<file path="config.mk">
export PLATFORM = sky130hd
export DESIGN_NAME = r2mdc_commutator
export DESIGN_NICKNAME = d
export VERILOG_FILES = /design/src/rtl/r2mdc_commutator.sv
export SDC_FILE = /design/constraint.sdc
export NUM_CORES = 1
export LEC_CHECK = 0
export BUFFER_PORTS_ARGS = -buffer_cell sky130_fd_sc_hd__buf_4
export CORE_ASPECT_RATIO = 1.25
export CORE_MARGIN = 2
export CORE_UTILIZATION = 25
export CTS_CLUSTER_DIAMETER = 60
export CTS_CLUSTER_SIZE = 10
export DETAILED_ROUTE_END_ITERATION = 7
export GPL_TIMING_DRIVEN = 0
export PLACE_DENSITY = 0.44
export SLEW_MARGIN = 10
export SYNTH_ARGS = -nofsm -noshare
export SYNTH_HDL_FRONTEND = slang
export SYNTH_SLANG_ARGS = --single-unit
</file>
<file path="constraint.sdc">
create_clock -name clk -period 1.5 [get_ports clk]
set_clock_uncertainty 0.2 [all_clocks]
set_input_delay 0.075 -clock clk [delete_from_list [all_inputs] [get_ports clk]]
set_output_delay 0.075 -clock clk [all_outputs]
set_load 0.01 [all_outputs]
</file>
<file path="src/rtl/r2mdc_commutator.sv">
// Delay-commutator between two radix-2 butterflies of an R2MDC FFT pipeline.
// Reorders the (Y0, Y1) streams into (A, B) operand pairs spaced DELAY samples apart.
module r2mdc_commutator #(
   parameter int DATA_W = 16,
   parameter int DELAY  = 4
) (
   input  logic              clk,
   input  logic              rst,
   input  logic              in_valid,
   input  logic [DATA_W-1:0] x0_re,
   input  logic [DATA_W-1:0] x0_im,
   input  logic [DATA_W-1:0] x1_re,
   input  logic [DATA_W-1:0] x1_im,
   output logic              out_valid,
   output logic [DATA_W-1:0] y0_re,
   output logic [DATA_W-1:0] y0_im,
   output logic [DATA_W-1:0] y1_re,
   output logic [DATA_W-1:0] y1_im,
   output logic              frame_err
);

   localparam int CNT_W = $clog2(2 * DELAY);
   localparam int SEL_B = $clog2(DELAY);
   localparam int CW    = 2 * DATA_W;

   logic [CNT_W-1:0] cnt_q, cnt_d;
   logic [CW-1:0]    l_q [DELAY];
   logic [CW-1:0]    l_d [DELAY];
   logic [CW-1:0]    u_q [DELAY];
   logic [CW-1:0]    u_d [DELAY];
   logic [DELAY:0]   vld_q, vld_d;
   logic [CW-1:0]    y0_q, y0_d, y1_q, y1_d;
   logic             frame_err_q, frame_err_d;

   logic             sel;
   logic [CW-1:0]    x0_c, x1_c, l_c, p_c, q_c;

   always_comb begin
      x0_c = {x0_re, x0_im};
      x1_c = {x1_re, x1_im};
      l_c  = l_q[DELAY-1];
      // Second half of each frame crosses: delayed x1 goes up, live x0 goes down.
      sel  = cnt_q[SEL_B];
      p_c  = sel ? l_c  : x0_c;
      q_c  = sel ? x0_c : l_c;

      cnt_d       = in_valid ? cnt_q + CNT_W'(1) : cnt_q;
      frame_err_d = frame_err_q | (~in_valid & (cnt_q != '0));
      vld_d       = {vld_q[DELAY-1:0], in_valid};

      l_d[0] = x1_c;
      u_d[0] = p_c;
      for (int i = 1; i < DELAY; i++) begin
         l_d[i] = l_q[i-1];
         u_d[i] = u_q[i-1];
      end

      y0_d = u_q[DELAY-1];
      y1_d = q_c;
   end

   always_ff @(posedge clk) begin
      if (rst) begin
         cnt_q       <= '0;
         vld_q       <= '0;
         y0_q        <= '0;
         y1_q        <= '0;
         frame_err_q <= 1'b0;
         for (int i = 0; i < DELAY; i++) begin
            l_q[i] <= '0;
            u_q[i] <= '0;
         end
      end else begin
         cnt_q       <= cnt_d;
         vld_q       <= vld_d;
         y0_q        <= y0_d;
         y1_q        <= y1_d;
         frame_err_q <= frame_err_d;
         for (int i = 0; i < DELAY; i++) begin
            l_q[i] <= l_d[i];
            u_q[i] <= u_d[i];
         end
      end
   end

   assign out_valid = vld_q[DELAY];
   assign frame_err = frame_err_q;
   assign y0_re     = y0_q[CW-1:DATA_W];
   assign y0_im     = y0_q[DATA_W-1:0];
   assign y1_re     = y1_q[CW-1:DATA_W];
   assign y1_im     = y1_q[DATA_W-1:0];

endmodule

</file>
# Word-level counts from Yosys, hierarchy flattened
# Memories as Yosys holds them, arrays and structs flattened. A register that Yosys moved wholly into a read port is not among the register bits.
# Cells that the tools add are included.
# word_totals
register_bits,41
mem_bits_rw,256
in_bits,67
output_inout_bits,66
elab_cells,32
memories,2
# op_classes
n_addsub,1
n_mux,13
n_bitwise,11
n_reduce_logical,1
# mem_list
name,words,word_bits,read_ports,rd_ports_with_merged_regs,wr,line_no,rtl
l_q,4,32,4,0,4,27,logic [CW-1:0] l_q [DELAY];
u_q,4,32,4,1,4,29,logic [CW-1:0] u_q [DELAY];
# op_table
op,count
2-to-1 mux 32 bit,10
bitwise OR 1 bit,9
adder 3 x 1 -> 3 bit (second input constant),1
2-to-1 mux 1 bit,3
nonzero test 3 bit,1
AND 1 bit,1
NOT 1 bit,1

# Logic depth before layout (Yosys ltp)
# depth
depth_word,3
mapped_depth,5
ltp_nobuf,4

# Least setup slack after synthesis
# OpenSTA, ideal clock, no wires.
# synth_path
path_type,register to register
start,register cnt_q[2]
end,register y1_q[10]
setup_time_ns,0.128
arrival_time_ns,0.922
setup_slack_ns,0.250
stages_incl_launch_ff,6
path_buffers,3
period_less_slack_ns,1.250
cell_sequence,dfxtp_1 -> buf_2 -> buf_6 -> buf_6 -> mux2i_1 -> nor2_1
# synth_between
elab_chain_len,1
# synth_lines
item,line_no,rtl
"start, declared",26,"logic [CNT_W-1:0] cnt_q, cnt_d;"
"start signal, assigned",74,cnt_q <= cnt_d;
2-to-1 mux 32 bit,45,q_c = sel ? x0_c : l_c;
"end signal, assigned",77,y1_q <= y1_d;
"end, declared",32,"logic [CW-1:0] y0_q, y0_d, y1_q, y1_d;"
# No other way between the ends.
# A chain may end at the register's enable or synchronous reset.

# Final worst setup path
# layout_path
start,register cnt_q[2]
end,register y1_q[21]
# The elaborated chain is that of the path after synthesis.

==> impl_metrics.csv <==
group,metric,value,unit
cts,htree_levels,2,
detailed_routing,num_vias,5466,
timing,setup_viol,0,
yosys,seq_area_frac_synth,69.72,%
timing,finalCriticalPeriod,1433,ps
setup_path,slowest_stage,"dfxtp_1",
run_status,status,"finished, final reports clean",
placement,gp_congestion,0.7973,
setup_path,crit_path_cell_trace,"buf_2 > buf_8 > buf_8 > mux2i_2 > nor2_1",
global_route,grt_pass1_wl,30030,microns
detailed_routing,wl_per_cell,12.53,microns
pwr,leakagePower,5.322,nW
setup_path,crit_path_start,"cnt_q[2]",
die,dieHeight,221.3,microns
detailed_routing,drtPass1Iterations,4,
global_route,grt-ovfl-total,0,
placement,placed_area,11040,sq um
timing,grt_setup_unrepaired,"true",
yosys,synth_common_cells,"dfxtp_1, nor2b_1, nor2_1",
setup_path,cp.required,1680,ps
cts,clk_latency,520,ps
timing,hold_viol_final,0,
finish,multi_input_area,2610,sq um
yosys,yosysWarningCount,0,
die,start_util,25.35,%
yosys,synth_fp_nets,845,
yosys,ys.flop_type,"dfxtp_1",
cts,cts_sinks,329,
yosys,synth_largest_area_cell,"dfxtp_1",
setup_path,end_kind,"flop",
finish,layout-drive-gt1-share,20.65,%
placement,port_buffers,131,
pwr,p_per_area,1381,nW/um^2
global_route,grtUsageTotal,10.02,%
finish,regArea,6586,sq um
die,core,37260,sq um
yosys,synth.avg_cell_area,12.17,sq um
detailed_routing,drtIter0Drc,112,
setup_path,rrSetupSlack,70,ps
detailed_routing,drcViolationCount,0,
detailed_routing,vias_per_cell,3.566,
cts,root_buffer,"clkbuf_16",
global_route,grt_pass1_vias,5568,
setup_path,cp_num_cells,5,
setup_path,cp-endpoint,"y1_q[21]",
timing,maxSlewHeadroom,65.80,%
global_route,grt_max_degree,11,
pwr,peakVddDrop,608.3,uV
die,row_count,79,
placement,dp.cells,1393,
cts,postCtsSetupBuffers,0,
global_route,antenna_found_initial,1,
timing,min_period_over_period,95.54,%
cts,cts_max_path_buffers,3,
yosys,synth_edf_count,0,
cts,cts_tree,"built",
flow_run,drv_cap,0,
setup_path,cp_max_fo,10,
yosys,yosysMostFrequentCell,"dfxtp_1",
timing,setup_tns,0,ps
setup_path,cp.arrival,1620,ps
die,io_pins,133,
setup_path,cpMostUsedCell,"buf_8",
die,die_w,177.9,microns
timing,whs,118.2,ps
setup_path,critPathKind,"reg2reg",
placement,dp_hpwl,13550,microns
setup_path,rr_startpoint,"cnt_q[2]",
die,dieArea,39370,sq um
yosys,synth_top_area_share,69.72,%
setup_path,path_buf_inv,3,
setup_path,regToRegEndpoint,"y1_q[21]",
setup_path,cpPeakStageDelay,320,ps
yosys,yosysUniqueCellTypes,17,
setup_path,rr_worst_depth,5,
cts,cts.reportedPaths.clkPinSlew,50,ps
cts,cts_buffers,39,
timing,tightest_slew,513.1,ps
yosys,ys_seq_elements,329,
worst_hold_path,hp-class,"in2reg",
yosys,synthCells,776,
setup_path,crit_family,"buffers and inverters",
yosys,synthesis.area,9447,sq um
setup_path,cp-start-kind,"flop",
timing,drv_slew,0,
timing,max_freq,697.8,MHz
yosys,synth_area_leaders,"dfxtp_1, nor2b_1, mux2i_1",
finish,nets,1111,
finish,area_growth,38.29,%
finish,finalInstanceArea,13060,sq um
detailed_routing,routed_wl,19200,microns
finish,fillers,3710,
finish,fin_cells,1533,
yosys,synthArstFlopShare,0,%
detailed_routing,ant_nets,0,
finish,fin_util,35.06,%
area by class of cell:
type	instances	area share, %
Timing Repair Buffer	225	14.73
Inverter	2	0.05747
Buffer	44	2.059
Antenna cell	1	0.01916
Clock buffer	43	7.988
Tap cell	486	4.655
Multi-Input combinational cell	401	19.98
Clock inverter	2	0.09578
Sequential cell	329	50.42
per-stage QoR:
step                      power (mW)  worst slack (ps)
after CTS                      18.39             11.22
after floorplan                9.632             250.2
after global routing           18.82            -1.140
final                          18.04             66.90
after global placement         9.952             31.10
after detailed placement       9.961             31.48
state kept, by name (all words and copies together), names as in the netlist:
register	flops
y0_q	32
y1_q	32
vld_q	5
u_q	128
frame_err	1
cnt_q	3
l_q	128
power by group:
group | switching [mW] | internal (mW)
Combinational | 0.367 | 0.509
Clock | 3.23 | 4.85
Sequential | 0.0593 | 9.02
how the worst min path moves through the flow:
stage	from	endpoint	slack, ps	depth (start not counted)
floorplan	x1_im[0]	l_q[0][0]	3	1
global placement	x1_im[2]	l_q[0][2]	90	2
detailed placement	x1_im[14]	l_q[0][14]	90	2
CTS	x1_re[11]	l_q[0][27]	90	3
global route	x1_re[8]	l_q[0][24]	120	3
finish	x1_im[2]	l_q[0][2]	120	3
cell families (layout without fill, tap and decap cells):
family | after synthesis | after routing | synth area share (%)
AND/OR/NAND/NOR | 331 | 331 | 20.19
flip-flops | 329 | 329 | 69.72
multiplexers | 65 | 65 | 6.887
buffers and inverters | 46 | 316 | 2.689
adder cells (fa/ha/maj) | 2 | 2 | 0.2649
AO/OA/AOI/OAI | 2 | 2 | 0.1589
XOR/XNOR | 1 | 1 | 0.09273
other | 0 | 1 | 0
worst register-to-register path, delay by kind of cell, from the launching register on:
family | cells | cell delay, ps
and+or+nand+nor | 1 | 60
muxes | 1 | 230
DFF | 1 | 320
buffers and inverters | 3 | 510
cells in the final DEF (no fill, tap or decap):
| cell | netlist | layout |
|---|---|---|
| mux2i_2 | 0 | 1 |
| diode_2 | 0 | 1 |
| nor2_1 | 66 | 66 |
| nor3b_1 | 1 | 1 |
| nor2b_1 | 262 | 262 |
| clkinv_2 | 0 | 1 |
| buf_4 | 3 | 134 |
| xnor2_1 | 1 | 1 |
| clkbuf_4 | 0 | 1 |
| a21oi_1 | 1 | 1 |
| nor3_1 | 1 | 1 |
| clkbuf_1 | 5 | 6 |
| a21bo_2 | 1 | 1 |
| clkbuf_8 | 0 | 1 |
| buf_2 | 31 | 30 |
| ha_1 | 2 | 2 |
| clkbuf_16 | 0 | 41 |
| mux2i_1 | 65 | 64 |
| inv_1 | 2 | 2 |
| clkinvlp_4 | 0 | 1 |
| clkbuf_2 | 1 | 1 |
| dfxtp_1 | 329 | 329 |
| buf_12 | 0 | 1 |
| nand3b_1 | 1 | 1 |
| buf_8 | 0 | 3 |
| dlygate4sd3_1 | 0 | 94 |
metal layers:
metal	GRT usage [%]	up-vias	wire length, microns
met5	0	-	0
li1	-	2914	-
met3	2.749	49	979
met4	5.156	0	744
met1	9.829	2377	7173
met2	18.83	126	10310
repair_timing:
item / 4_1_cts / 5_1_grt
gates resized for setup: 0 / 7
endpoints found under the setup margin: 0 / 19
hold buffers: 91 / 4
hold endpoints to repair: 288 / 31
Note: power is estimated with default switching activity, not from simulation.
